[config.mk]
export PLATFORM = sky130hd
export DESIGN_NAME = countdown_timer
export DESIGN_NICKNAME = d
export VERILOG_FILES = /design/src/rtl/countdown_timer_pkg.sv /design/src/rtl/bcd_down_digit.sv /design/src/rtl/countdown_timer.sv
export SDC_FILE = /design/constraint.sdc
export NUM_CORES = 1
export LEC_CHECK = 0
export CAP_MARGIN = 20
export CORE_MARGIN = 5
export CORE_UTILIZATION = 55
export CTS_CLUSTER_DIAMETER = 80
export DETAILED_ROUTE_END_ITERATION = 6
export PLACE_DENSITY_LB_ADDON = 0.3
export SETUP_SLACK_MARGIN = 0.3
export SYNTH_ARGS = -nofsm -noshare
export SYNTH_HDL_FRONTEND = slang
export SYNTH_SLANG_ARGS = --single-unit
[constraint.sdc]
create_clock -name clk -period 6.35 [get_ports clk]
set_input_delay 1.27 -clock clk [delete_from_list [all_inputs] [get_ports clk]]
set_output_delay 1.27 -clock clk [all_outputs]
set_load 0.01 [all_outputs]
[src/rtl/countdown_timer_pkg.sv]
// Shared constants for the BCD MM:SS countdown timer: FSM encodings and digit limits.
package countdown_timer_pkg;

    localparam logic [1:0] ST_IDLE  = 2'd0;
    localparam logic [1:0] ST_RUN   = 2'd1;
    localparam logic [1:0] ST_PAUSE = 2'd2;
    localparam logic [1:0] ST_DONE  = 2'd3;

    localparam logic [3:0] DIG_MAX_UNITS    = 4'd9;
    localparam logic [3:0] DIG_MAX_SEC_TENS = 4'd5;

endpackage

[src/rtl/bcd_down_digit.sv]
// One BCD digit of the borrow chain: decrements on borrow_in, wraps 0 -> MAXV and borrows onward.
module bcd_down_digit #(
    parameter logic [3:0] MAXV = 4'd9
) (
    input  logic [3:0] digit,
    input  logic       borrow_in,
    output logic [3:0] next,
    output logic       borrow_out
);

    assign borrow_out = borrow_in && (digit == 4'd0);
    assign next       = !borrow_in        ? digit :
                        (digit == 4'd0)   ? MAXV  : digit - 4'd1;

endmodule

[src/rtl/countdown_timer.sv]
// BCD MM:SS countdown timer: prescaled 1 s tick drives a four-digit borrow chain under a small FSM.
module countdown_timer
    import countdown_timer_pkg::*;
#(
    parameter int TICK_DIV = 50_000_000,
    parameter int CW       = 26
) (
    input  logic       clk,
    input  logic       rst_n,
    input  logic       load,
    input  logic [7:0] load_min,
    input  logic [7:0] load_sec,
    input  logic       start,
    input  logic       pause,
    output logic [7:0] min_bcd,
    output logic [7:0] sec_bcd,
    output logic       running,
    output logic       expired,
    output logic       done
);

    localparam logic [CW-1:0] TERM = CW'(TICK_DIV - 1);

    function automatic logic [3:0] clamp_digit(input logic [3:0] d, input logic [3:0] maxv);
        return (d > maxv) ? maxv : d;
    endfunction

    logic [1:0]    state_q, state_d;
    logic [CW-1:0] presc_q, presc_d;
    logic [7:0]    min_q, min_d;
    logic [7:0]    sec_q, sec_d;
    logic          done_q, done_d;

    logic          tick;
    logic          count_zero;
    logic          reach_zero;
    logic [7:0]    min_dec, sec_dec;
    logic          b_su, b_st, b_mu, b_mt;

    // A pause in the same cycle as terminal count wins: the prescaler is frozen, no decrement.
    assign tick       = (state_q == ST_RUN) && !pause && (presc_q == TERM);
    assign count_zero = (min_q == 8'h00) && (sec_q == 8'h00);
    assign reach_zero = ({min_dec, sec_dec} == 16'h0000) && !b_mt;

    bcd_down_digit #(.MAXV(DIG_MAX_UNITS)) u_sec_units (
        .digit(sec_q[3:0]), .borrow_in(tick), .next(sec_dec[3:0]), .borrow_out(b_su)
    );
    bcd_down_digit #(.MAXV(DIG_MAX_SEC_TENS)) u_sec_tens (
        .digit(sec_q[7:4]), .borrow_in(b_su), .next(sec_dec[7:4]), .borrow_out(b_st)
    );
    bcd_down_digit #(.MAXV(DIG_MAX_UNITS)) u_min_units (
        .digit(min_q[3:0]), .borrow_in(b_st), .next(min_dec[3:0]), .borrow_out(b_mu)
    );
    bcd_down_digit #(.MAXV(DIG_MAX_UNITS)) u_min_tens (
        .digit(min_q[7:4]), .borrow_in(b_mu), .next(min_dec[7:4]), .borrow_out(b_mt)
    );

    always_comb begin
        state_d = state_q;
        presc_d = presc_q;
        min_d   = min_q;
        sec_d   = sec_q;
        done_d  = 1'b0;
        if (state_q == ST_RUN) begin
            if (pause) begin
                state_d = ST_PAUSE;
            end else if (tick) begin
                presc_d = '0;
                min_d   = min_dec;
                sec_d   = sec_dec;
                if (reach_zero) begin
                    state_d = ST_DONE;
                    done_d  = 1'b1;
                end
            end else begin
                presc_d = presc_q + CW'(1);
            end
        end else if (load) begin
            min_d   = {clamp_digit(load_min[7:4], DIG_MAX_UNITS),
                       clamp_digit(load_min[3:0], DIG_MAX_UNITS)};
            sec_d   = {clamp_digit(load_sec[7:4], DIG_MAX_SEC_TENS),
                       clamp_digit(load_sec[3:0], DIG_MAX_UNITS)};
            state_d = ST_IDLE;
        end else if (start && !pause && (state_q != ST_DONE) && !count_zero) begin
            // A fresh start restarts the second; a resume continues the held prescaler.
            if (state_q == ST_IDLE) begin
                presc_d = '0;
            end
            state_d = ST_RUN;
        end
    end

    always_ff @(posedge clk or negedge rst_n) begin
        if (!rst_n) begin
            state_q <= ST_IDLE;
            presc_q <= '0;
            min_q   <= 8'h00;
            sec_q   <= 8'h00;
            done_q  <= 1'b0;
        end else begin
            state_q <= state_d;
            presc_q <= presc_d;
            min_q   <= min_d;
            sec_q   <= sec_d;
            done_q  <= done_d;
        end
    end

    assign min_bcd = min_q;
    assign sec_bcd = sec_q;
    assign running = (state_q == ST_RUN);
    assign expired = (state_q == ST_DONE);
    assign done    = done_q;

endmodule

==> Word level (Yosys, flattened, before mapping) <==
Cells that the tools add are included.
{ "totals": {"register_bits": 45, "latchBits": 0, "ramBits": 0, "mem_bits_ro": 0, "in_bits": 21, "out_inout_bits": 19, "wordCells": 88, "memories": 0} }
{ "classes": {"n_addsub": 5, "multipliers": 0, "div_mod_pow": 0, "order_cmp": 4, "eq_ne": 9, "shift": 0, "mux": 36, "bitwise_logic": 0, "n_reduce_logical": 29} }
{ "op_table": {"columns": ["cell", "count"], "rows": [
  ["$mux W26", 6],
  ["$mux W8", 8],
  ["$mux W4", 12],
  ["$add A26 B1 Y26 const B", 1],
  ["$eq A26 B26 Y1 const B", 1],
  ["$logic_not A16 Y1", 1],
  ["$logic_not A4 Y1", 4],
  ["$logic_not A8 Y1", 2],
  ["$sub A4 B1 Y4 const B", 4],
  ["$gt A4 B4 Y1 const B", 3],
  ["$mux W2", 6],
  ["$logic_and A1 B1 Y1", 11],
  ["$ne A3 B2 Y1 const B", 2],
  ["$reduce_and A3 Y1", 2],
  ["$reduce_bool A2 Y1", 3],
  ["$gt A4 B3 Y1 const B", 1],
  ["$mux W1", 4],
  ["$ne A2 B1 Y1 const B", 2],
  ["$ne A2 B2 Y1 const B", 2],
  ["$reduce_and A4 Y1", 1],
  ["$logic_not A1 Y1", 3],
  ["$reduce_bool A3 Y1", 1],
  ["$eq A2 B1 Y1 const B", 1],
  ["$eq A2 B2 Y1 const B", 1],
  ["$logic_not A2 Y1", 1]
]} }

==> Logic depth before layout (Yosys ltp) <==
Gate-level depths: netlist of the first run.
{ "depth": {"word_depth": 13, "ltp_mapped": 9, "ltp_nobuf": 7} }

==> By module <==
A second synthesis of the first run with hierarchy kept.
{ "hier_totals": {"cells_unflattened": 320, "hier_area_um2": 2831.5} }
{ "modules_own_cells": {"columns": ["mod", "n_inst", "cells_per_inst", "area_per_inst_um2", "seq_area_each_um2"], "rows": [
  ["countdown_timer", 1, 278, 2536.2, 1126.1],
  ["bcd_down_digit (u_min_tens ...)", 3, 11, 78.8, 0.0],
  ["bcd_down_digit (u_sec_tens)", 1, 9, 58.8, 0.0]
]} }

==> Worst setup path before layout of the first run <==
No wires, ideal clock.
{ "synth_timing": {"kind": "input-to-reg", "start": "input port pause", "end": "register min_q[2], in the netlist min_bcd[2]", "setup_ps": 136, "arrival_time_ps": 3016, "slack_ps": 3198, "stages": 9, "path_buffers": 3, "cell_sequence": "or3b_1 -> clkbuf_1 -> and3b_1 -> clkbuf_1 -> nand4_1 -> clkbuf_1 -> o31a_1 -> o21ai_0 -> o21ai_0"} }
{ "synth_between": {"elab_chain_len": 9, "word_cells_on_any_way": 12} }
{ "synth_lines": {"columns": ["item", "line_no", "text"], "rows": [
  ["from (decl)", "countdown_timer.sv:14", "input logic pause,"],
  ["$logic_not A1 Y1", "countdown_timer.sv:41", "assign tick = (state_q == ST_RUN) && !pause && (presc_q == TERM);"],
  ["$logic_and A1 B1 Y1 (2 in series)", "countdown_timer.sv:41", null],
  ["$logic_and A1 B1 Y1 (2 in series)", "bcd_down_digit.sv:11", "assign borrow_out = borrow_in && (digit == 4'd0);"],
  ["$mux W4", "bcd_down_digit.sv:12", "assign next = !borrow_in ? digit :"],
  ["$mux W8", "countdown_timer.sv:67", "end else if (tick) begin"],
  ["$mux W8", "countdown_timer.sv:65", "if (pause) begin"],
  ["$mux W8", "countdown_timer.sv:64", "if (state_q == ST_RUN) begin"],
  ["to (signal assigned)", "countdown_timer.sv:103", "min_q <= min_d;"],
  ["to (decl)", "countdown_timer.sv:30", "logic [7:0] min_q, min_d;"]
]} }
Parallel ways exist; a longest one is shown, timed or not. The select of a mux whose other input is x is not followed.
A chain may end at the register's enable or synchronous reset.

==> Worst setup path in the final report of the first run <==
{ "layout_timing": {"start": "register state_q[0]", "end": "output port running"} }
{ "layout_between": {"elab_chain_len": 1} }
{ "layout_lines": {"columns": ["item", "line_no", "text"], "rows": [
  ["from (decl)", "countdown_timer.sv:28", "logic [1:0] state_q, state_d;"],
  ["from (signal assigned)", "countdown_timer.sv:101", "state_q <= state_d;"],
  ["$eq A2 B1 Y1", "countdown_timer.sv:111", "assign running = (state_q == ST_RUN);"],
  ["to (decl)", "countdown_timer.sv:17", "output logic running,"]
]} }
Every way passes these cells.

==> results.py, run 1 <==
metrics = {
    "status": {
        "status": "finished, final reports clean",
    },
    "logic_synthesis": {
        "syn_area_sq_um": 2843,
        "ys_types": 56,
        "synth_top_cell_by_area": "dfrtp_1",
        "synth_edf_count": 0,
        "post-synth-top-count-cell": "dfrtp_1",
        "synth_fp_nets": 354,
        "synthTopCellsByArea": "dfrtp_1, nor2_1, a21oi_1",
        "yosysSeqAreaShare_pct": 39.61,
        "async_flop_share_pct": 100.0,
        "synth_seq_cells": 45,
        "ys.flop_type": "dfrtp_1",
        "yosys_warnings": 0,
        "yosys.area.top_type_share_pct": 39.61,
        "synth_cells": 332,
        "avgSynthCellArea_sq_um": 8.562,
        "synth_commonest_cells": "dfrtp_1, nor2_1, nand2_1, a21oi_1, o21ai_0",
    },
    "cts": {
        "clock_sinks": 45,
        "post_cts_buffers": 0,
        "cts_tree": "done",
        "clockBufferDepth": 2,
        "clk_pin_slew_ns": 0.08,
        "cts-resized-gates": 0,
        "root_buffer": "clkbuf_8",
        "cts_buffers": 5,
        "clk_latency_ns": 0.30,
        "holdBufCountCts": 0,
        "cts.htree.levels": 2,
    },
    "sta": {
        "min_period_ns": 4.210,
        "fmax_ghz": 0.2375,
        "finalHoldViolCount": 0,
        "report.final.slew_viol_count": 0,
        "setup_viol": 0,
        "clock_skew_ns": 0.009478,
        "fin_setup_tns_ns": 0,
        "grt_setup_unrepaired": "false",
        "worstMarginPinSlew_ns": 0.9206,
        "timing.final.crit_share_pct": 66.31,
        "slew_headroom_pct": 38.06,
    },
    "pwr": {
        "power_density_nw_per_um2": 206.5,
        "swShare_pct": 32.65,
        "pwr-share-comb_pct": 24.3,
        "p_clk_share_pct": 24.5,
        "p_seq_share_pct": 51.2,
        "p_switching_w": 0.0002241,
        "vdd_drop_max_v": 0.0001093,
        "internal_power_w": 0.0004623,
        "leakagePower_nw": 1.319,
    },
    "setup_path": {
        "slowest_delay_ns": 0.83,
        "crit_type": "reg2out",
        "critPathLaunchType": "flop",
        "timing.critical_path.buf_inv": 2,
        "setup.worst_path.end_class": "output pin",
        "cp_data_required_time_ns": 5.08,
        "critPathMaxFanout": 24,
        "critical-path-slowest-cell": "dfrtp_1",
        "crit_chain": "nand2b_1 -> inv_1 -> clkdlybuf4s50_1",
        "worstPathArrival_ns": 2.94,
        "cp_top_family": "buffers and inverters",
    },
    "route": {
        "num_vias": 2828,
        "drc": 0,
        "wire_per_inst_microns": 17.33,
        "routed_wl_microns": 7451,
        "ant_nets": 0,
        "firstDrtPassIters": 5,
        "drtIter0Drc": 293,
        "via_per_inst": 6.577,
    },
    "die": {
        "die_area_sq_um": 6706,
        "die-height_microns": 81.89,
        "fp-row-count": 26,
        "core_sq_um": 5075,
        "die_w_microns": 81.89,
        "ios": 40,
        "start_util_pct": 56.02,
    },
    "layout": {
        "areaGrowthSynthToFinish_pct": 16.95,
        "final_util_pct": 65.51,
        "fillerInstances": 429,
        "nets": 383,
        "drive_gt1_share_pct": 4.722,
        "fin_cells": 430,
        "antenna_cells": 0,
        "finish.instance_area_sq_um": 3324,
    },
    "placement": {
        "place_area_sq_um": 3231,
        "port_buffers": 39,
        "dp_hpwl_microns": 5293,
        "dp_cells": 423,
        "place_congestion": 0.9091,
    },
    "grt": {
        "grt_pass1_vias": 2587,
        "grt_max_degree": 46,
        "grt_pass1_wl_microns": 12430,
        "grt_use_total_pct": 23.72,
        "antenna_found_initial": 0,
        "grt_overflow": 0,
    },
    "flow_run": {
        "maxCapViolations": 0,
    },
    "hold_path": {
        "holdCritPathClass": "reg2reg",
    },
}
==> area by class of cell <==
type                       instances  area [sq um]  area share [%]
tap                               70         87.58           2.635
timing repair buffer              41         412.9           12.42
clock buffer                       5         68.82           2.070
clock inverter                     1         5.005          0.1505
sequential                        45          1126           33.87
multi-input combinational        259          1590           47.84
inverter                           9         33.78           1.016
==> metal layers <==
layer | wire, microns | track usage, % | up-vias
li1 | - | - | 1314
met5 | 0 | 0 | -
met1 | 3264 | 33.95 | 1371
met3 | 654 | 4.934 | 12
met2 | 3429 | 36.03 | 131
met4 | 102 | 6.977 | 0
==> per-stage QoR <==
stage	power [W]	worst slack [ns]	hold slack, ns
3_3_place_gp	0.0005155	2.354	0.5186
3_5_place_dp	0.0005197	2.225	0.5379
5_1_grt	0.0007262	2.017	0.5734
2_1_floorplan	0.0004427	3.198	0.4866
4_1_cts	0.0006851	2.236	0.5490
6_report	0.0006864	2.140	0.5604
==> final timing paths <==
check	depth (start not counted)	slack, ns	to	start
worst min register to register	1	0.56	presc_q[8]	presc_q[8]
worst min-delay path	1	0.56	presc_q[8]	presc_q[8]
worst max-delay path	3	2.14	running	state_q[0]
worst max register to register	7	3.05	min_bcd[0]	state_q[0]
max in group asynchronous	2	5.13	presc_q[24]	rst_n
min in group asynchronous	1	0.77	presc_q[0]	rst_n
==> cells by family after synthesis <==
group                      share of synthesized area, %
DFF                                               39.61
xor gates and xnor gates                          3.389
AOI/OAI and AO/OA                                 25.88
muxes                                            0.7043
buffers and inverters                             4.445
adders and majority gates                        0.4401
and+or+nand+nor                                   25.53
==> placed cells by master, fill, tap and decap left out, types with 3 or more instances in the layout <==
cell / n
o2111ai_1: 6
o21ai_0: 20
nor2_1: 36
o21ai_1: 7
clkbuf_8: 5
and3_1: 9
o31ai_1: 11
dfrtp_1: 45
nor4_1: 7
nor2b_1: 3
nand4_1: 8
a21oi_1: 20
and2_1: 6
o41ai_1: 3
or4_1: 4
o21a_1: 5
o22a_1: 3
o211ai_1: 6
a31oi_1: 4
nand2_1: 22
clkdlybuf4s50_1: 38
inv_1: 9
nor3_1: 10
xor2_1: 10
or3_1: 5
nand3_1: 14
a211o_1: 3
==> registers in the layout, indices dropped and copies added, names as in the netlist <==
name	cells
done	1
sec_bcd	8
presc_q	26
min_bcd	8
state_q	2
==> power groups by stage <==
stage / Clock (W) / Sequential, W / Combinational [W]
floorplan: 0 / 0.000348 / 0.0000950
global placement: 0 / 0.000355 / 0.000161
detailed placement: 0 / 0.000356 / 0.000164
CTS: 0.000170 / 0.000350 / 0.000165
global route: 0.000183 / 0.000357 / 0.000186
finish: 0.000168 / 0.000351 / 0.000166
Note: power is estimated with default switching activity, not from simulation.
==> inputs of run 2 (changes only) <==
- clock period: 6.35 -> 4.23 ns (I/O delays scaled with it)
==> results.py, run 2 (synthesized netlist as in run 1, its figures left out) <==
metrics = {
    "cts": {
        "holdBufCountCts": 0,
        "cts_buffers": 5,
        "cts.htree.levels": 2,
        "cts-resized-gates": 0,
        "clock_sinks": 45,
        "clk_latency_ns": 0.31,
        "post_cts_buffers": 0,
        "clockBufferDepth": 2,
        "cts_tree": "done",
        "root_buffer": "clkbuf_8",
        "clk_pin_slew_ns": 0.09,
    },
    "pwr": {
        "p_clk_share_pct": 30.8,
        "pwr-share-comb_pct": 22.4,
        "power_density_nw_per_um2": 331.8,
        "finalPower_w": 0.001128,
        "leakagePower_nw": 1.357,
        "p_seq_share_pct": 46.7,
        "swShare_pct": 30.79,
        "p_switching_w": 0.0003475,
        "internal_power_w": 0.0007809,
        "vdd_drop_max_v": 0.0001709,
    },
    "setup_path": {
        "rr_worst_depth": 6,
        "critPathLaunchType": "input pin",
        "r2r_end": "min_bcd[3]",
        "setup.worst_path.end_class": "flop",
        "reg2reg_slack_ns": 0.93,
        "cp_data_required_time_ns": 4.43,
        "critPathMaxFanout": 15,
        "reg2reg_from": "state_q[0]",
        "worstPathArrival_ns": 3.68,
        "crit_type": "in2reg",
    },
    "grt": {
        "grt_pass1_vias": 2515,
        "grt_max_degree": 46,
        "grt_use_total_pct": 23.34,
        "antenna_found_initial": 0,
        "grt_pass1_wl_microns": 12180,
        "grt_overflow": 0,
    },
    "sta": {
        "fmax_ghz": 0.2873,
        "report.final.slew_viol_count": 0,
        "setup_viol": 0,
        "clock_skew_ns": 0.002674,
        "slew_headroom_pct": 47.18,
        "grt_setup_unrepaired": "false",
        "setup_slack_ns": 0.7489,
        "min_period_ns": 3.481,
        "timing.final.crit_share_pct": 82.30,
        "fin_setup_tns_ns": 0,
        "finalHoldViolCount": 0,
        "worstMarginPinSlew_ns": 0.7894,
    },
    "die": {
        "fp-row-count": 26,
        "die_w_microns": 81.89,
        "start_util_pct": 56.02,
        "core_sq_um": 5075,
        "ios": 40,
        "die-height_microns": 81.89,
        "die_area_sq_um": 6706,
    },
    "layout": {
        "mostFrequentLayoutCells": "dfrtp_1, clkdlybuf4s50_1, nor2_1, nand2_1",
        "largest_reg_flops": 26,
        "areaGrowthSynthToFinish_pct": 19.63,
        "final_common_cell": "dfrtp_1",
        "nets": 387,
        "drive_gt1_share_pct": 6.284,
        "top_register": "presc_q",
        "fin_cells": 436,
        "antenna_cells": 0,
        "fillerInstances": 433,
    },
    "flow_run": {
        "maxCapViolations": 0,
    },
    "route": {
        "firstDrtPassIters": 5,
        "routed_wl_microns": 7332,
        "drc": 0,
        "num_vias": 2793,
        "drtIter0Drc": 304,
        "ant_nets": 0,
        "via_per_inst": 6.406,
        "wire_per_inst_microns": 16.82,
    },
    "placement": {
        "dp_cells": 427,
        "dp_hpwl_microns": 5126,
        "place_congestion": 0.9126,
        "port_buffers": 39,
        "pre_cts_slack_ns": 0.4505,
    },
    "hold_path": {
        "holdCritPathClass": "in2async",
    },
    "status": {
        "status": "finished, final reports clean",
    },
}
-- run 2: cell count changes in the layout (fill, tap and decap cells not counted) --
cell / previous run / this run
clkinv_2: 1 / 0
buf_4: 1 / 5
clkbuf_8: 5 / 6
clkinvlp_4: 0 / 1
bufinv_16: 0 / 1
-- run 2: power by group through the flow --
stage          Clock, W  Sequential, W  Combinational (W)
3_3_place_gp          0       0.000533           0.000246
5_1_grt        0.000371       0.000535           0.000278
3_5_place_dp          0       0.000534           0.000249
4_1_cts        0.000352       0.000525           0.000250
2_1_floorplan         0       0.000522           0.000143
6_report       0.000348       0.000527           0.000253
-- run 2: worst max-delay path by stage --
stage / startpoint / end / depth (start not counted)
floorplan: sec_bcd[4] / presc_q[15] / 9
global placement: pause / min_bcd[3] / 7
detailed placement: pause / min_bcd[3] / 7
CTS: pause / min_bcd[3] / 7
global route: pause / min_bcd[3] / 7
finish: pause / min_bcd[3] / 7
-- run 2: critical path: stages --
cell and delay (ns):
clkdlybuf4s50_1 0.49, or3b_1 0.51, and3b_1 0.36, nand4_1 0.53, nor4_1 0.59, a21oi_1 0.13
o22a_1 0.21
-- run 2: area by class of cell --
class                   count  area, sq um  share of cell area (%)
clock buffers               6        82.58                   2.428
repair buffers             45        442.9                   13.02
clock inverters             2        37.54                   1.104
inverters                   9        33.78                  0.9934
well taps                  70        87.58                   2.575
multi-input cells         259         1590                   46.76
flip-flops and latches     45         1126                   33.11
-- run 2: layer usage --
layer	wire length [microns]	global-route usage, %	vias up
li1	-	-	1328
met1	3426	33.77	1347
met2	3321	34.17	109
met3	483	4.825	9
met4	99	8.638	0
met5	0	0	-
-- run 2: metrics by stage --
stage,hold WS (ns),utilization [%],instance area [sq um]
after floorplan,0.4866,-,2843
after global placement,0.5161,64.25,3261
after detailed placement,0.5250,64.25,3261
after CTS,0.5374,66.62,3381
after global routing,0.5176,67.01,3401
final,0.4801,67.01,3401
==> inputs of run 3 (changes only) <==
- CORE_UTILIZATION: 55 -> 50
- clock period: 4.23 -> 2.9 ns (I/O delays scaled with it)
==> results.py, run 3 (synthesized netlist as in run 1, its figures left out) <==
metrics = {
    "cts": {
        "clock_sinks": 45,
        "clockBufferDepth": 2,
        "cts.htree.levels": 2,
        "cts_tree": "done",
        "cts_buffers": 5,
        "clk_latency_ns": 0.32,
        "holdBufCountCts": 0,
        "clk_pin_slew_ns": 0.09,
        "root_buffer": "clkbuf_8",
    },
    "route": {
        "drtIter0Drc": 296,
        "wire_per_inst_microns": 17.58,
        "routed_wl_microns": 8071,
        "via_per_inst": 6.397,
        "firstDrtPassIters": 5,
        "ant_nets": 0,
        "drc": 0,
        "num_vias": 2936,
    },
    "pwr": {
        "vdd_drop_max_v": 0.0002926,
        "power_density_nw_per_um2": 465.7,
        "leakagePower_nw": 1.457,
    },
    "die": {
        "ios": 40,
        "die_w_microns": 85.40,
        "die_area_sq_um": 7293,
        "fp-row-count": 27,
        "die-height_microns": 85.40,
        "start_util_pct": 51.62,
        "core_sq_um": 5507,
    },
    "sta": {
        "fin_setup_tns_ns": 0,
        "setup_viol": 0,
        "finalHoldViolCount": 0,
        "grt_setup_unrepaired": "true",
        "slew_headroom_pct": 67.36,
        "worstMarginPinSlew_ns": 0.4891,
        "min_period_ns": 2.538,
        "fmax_ghz": 0.3940,
        "report.final.slew_viol_count": 0,
        "clock_skew_ns": 0.01083,
        "timing.final.crit_share_pct": 87.51,
    },
    "layout": {
        "largest_reg_flops": 26,
        "mostFrequentLayoutCells": "dfrtp_1, clkdlybuf4s50_1, nor2_1, buf_4, nand2_1",
        "drive_gt1_share_pct": 13.44,
        "top_register": "presc_q",
        "areaGrowthSynthToFinish_pct": 26.01,
        "nets": 408,
        "final_common_cell": "dfrtp_1",
        "antenna_cells": 0,
        "fin_cells": 459,
    },
    "setup_path": {
        "cp_top_family": "simple AND/OR/NAND/NOR gates",
        "worstPathArrival_ns": 2.74,
        "slowest_delay_ns": 0.57,
        "crit_chain": "or4_4 -> or4_4 -> buf_4 -> or4_1 -> mux2i_1 -> o21ai_1",
        "cp_data_required_time_ns": 3.10,
        "setup.worst_path.end_class": "flop",
        "critical-path-slowest-cell": "or4_4",
        "crit_type": "reg2reg",
        "cpMostUsedCell": "or4_4",
        "critPathLaunchType": "flop",
        "critPathMaxFanout": 5,
        "timing.critical_path.buf_inv": 1,
    },
    "grt": {
        "antenna_found_initial": 0,
        "grt_overflow": 0,
        "grt_pass1_vias": 2711,
        "grt_pass1_wl_microns": 13360,
        "grt_use_total_pct": 22.53,
        "grt_max_degree": 24,
    },
    "placement": {
        "dp_cells": 446,
        "place_congestion": 0.8911,
        "dp_hpwl_microns": 5565,
        "port_buffers": 39,
    },
    "hold_path": {
        "holdCritPathClass": "in2async",
    },
    "status": {
        "status": "finished, final reports clean",
    },
    "flow_run": {
        "maxCapViolations": 0,
    },
}
-- run 3: cell types whose count changed in the layout (fill, tap and decap cells not counted), moves of 2 or more --
cell | previous run | this run
dfrtp_2 | 0 | 3
buf_4 | 5 | 25
dfrtp_1 | 45 | 42
or4_1 | 4 | 2
or4_4 | 1 | 3
-- run 3: per-stage QoR --
stage	total power, W	cell area, sq um	worst slack, ns	utilization, %	hold WS, ns
floorplan	0.0009717	2855	0.3032	-	0.2844
CTS	0.001661	3541	0.3334	64.30	0.2319
finish	0.001668	3582	0.3622	65.05	0.2058
detailed placement	0.001169	3397	0.08397	61.69	0.5307
global route	0.001745	3582	0.2893	65.05	0.2495
global placement	0.001160	3397	0.1282	61.69	0.5137
-- run 3: report_power, final --
part / leakage [nW] / internal (W) / switching (W)
Clock: 0.0552 / 0.000256 / 0.000232
Combinational: 0.807 / 0.000202 / 0.000224
Sequential: 0.595 / 0.000678 / 0.0000754
-- run 3: path summary, 6_finish.rpt --
check / from / endpoint / slack (ns) / cells past startpoint
setup / recovery: sec_bcd[6] / min_bcd[6] / 0.36 / 6
hold / removal: rst_n / presc_q[0] / 0.21 / 1
setup reg to reg: sec_bcd[6] / min_bcd[6] / 0.36 / 6
hold reg to reg: presc_q[2] / presc_q[2] / 0.55 / 1
max in group asynchronous: rst_n / sec_bcd[7] / 2.11 / 2
min in group clk: presc_q[2] / presc_q[2] / 0.55 / 1
-- run 3: layer usage --
metal | vias to the layer above | GRT usage, % | wire length (microns)
met1 | 1443 | 32.47 | 3711
met4 | 0 | 8.921 | 165
met3 | 18 | 3.981 | 404
li1 | 1370 | - | -
met2 | 105 | 33.33 | 3789
met5 | - | 0 | 0
-- run 3: layout make-up --
class	count	area (sq um)
Multi-Input combinational cell	260	1637
Timing Repair Buffer	65	584.3
Fill cell	468	1924
Clock inverter	2	35.03
Tap cell	72	90.09
Inverter	9	33.78
Clock buffer	6	72.57
Sequential cell	45	1130
-- run 3: what timing repair did --
item / CTS / global route
pin swaps: 3 / 2
setup buffers: 3 / 1
resized for setup: 1 / 8
gates cloned: 1 / 0
setup endpoints to repair: 16 / 27
-- run 3: worst reg2reg max path, delay by kind of cell, from the launching register on --
family          cells  cell delay (ns)
simple gates        3             1.59
flops               1             0.42
mux                 1             0.18
buf+inv             1             0.17
compound gates      1             0.08
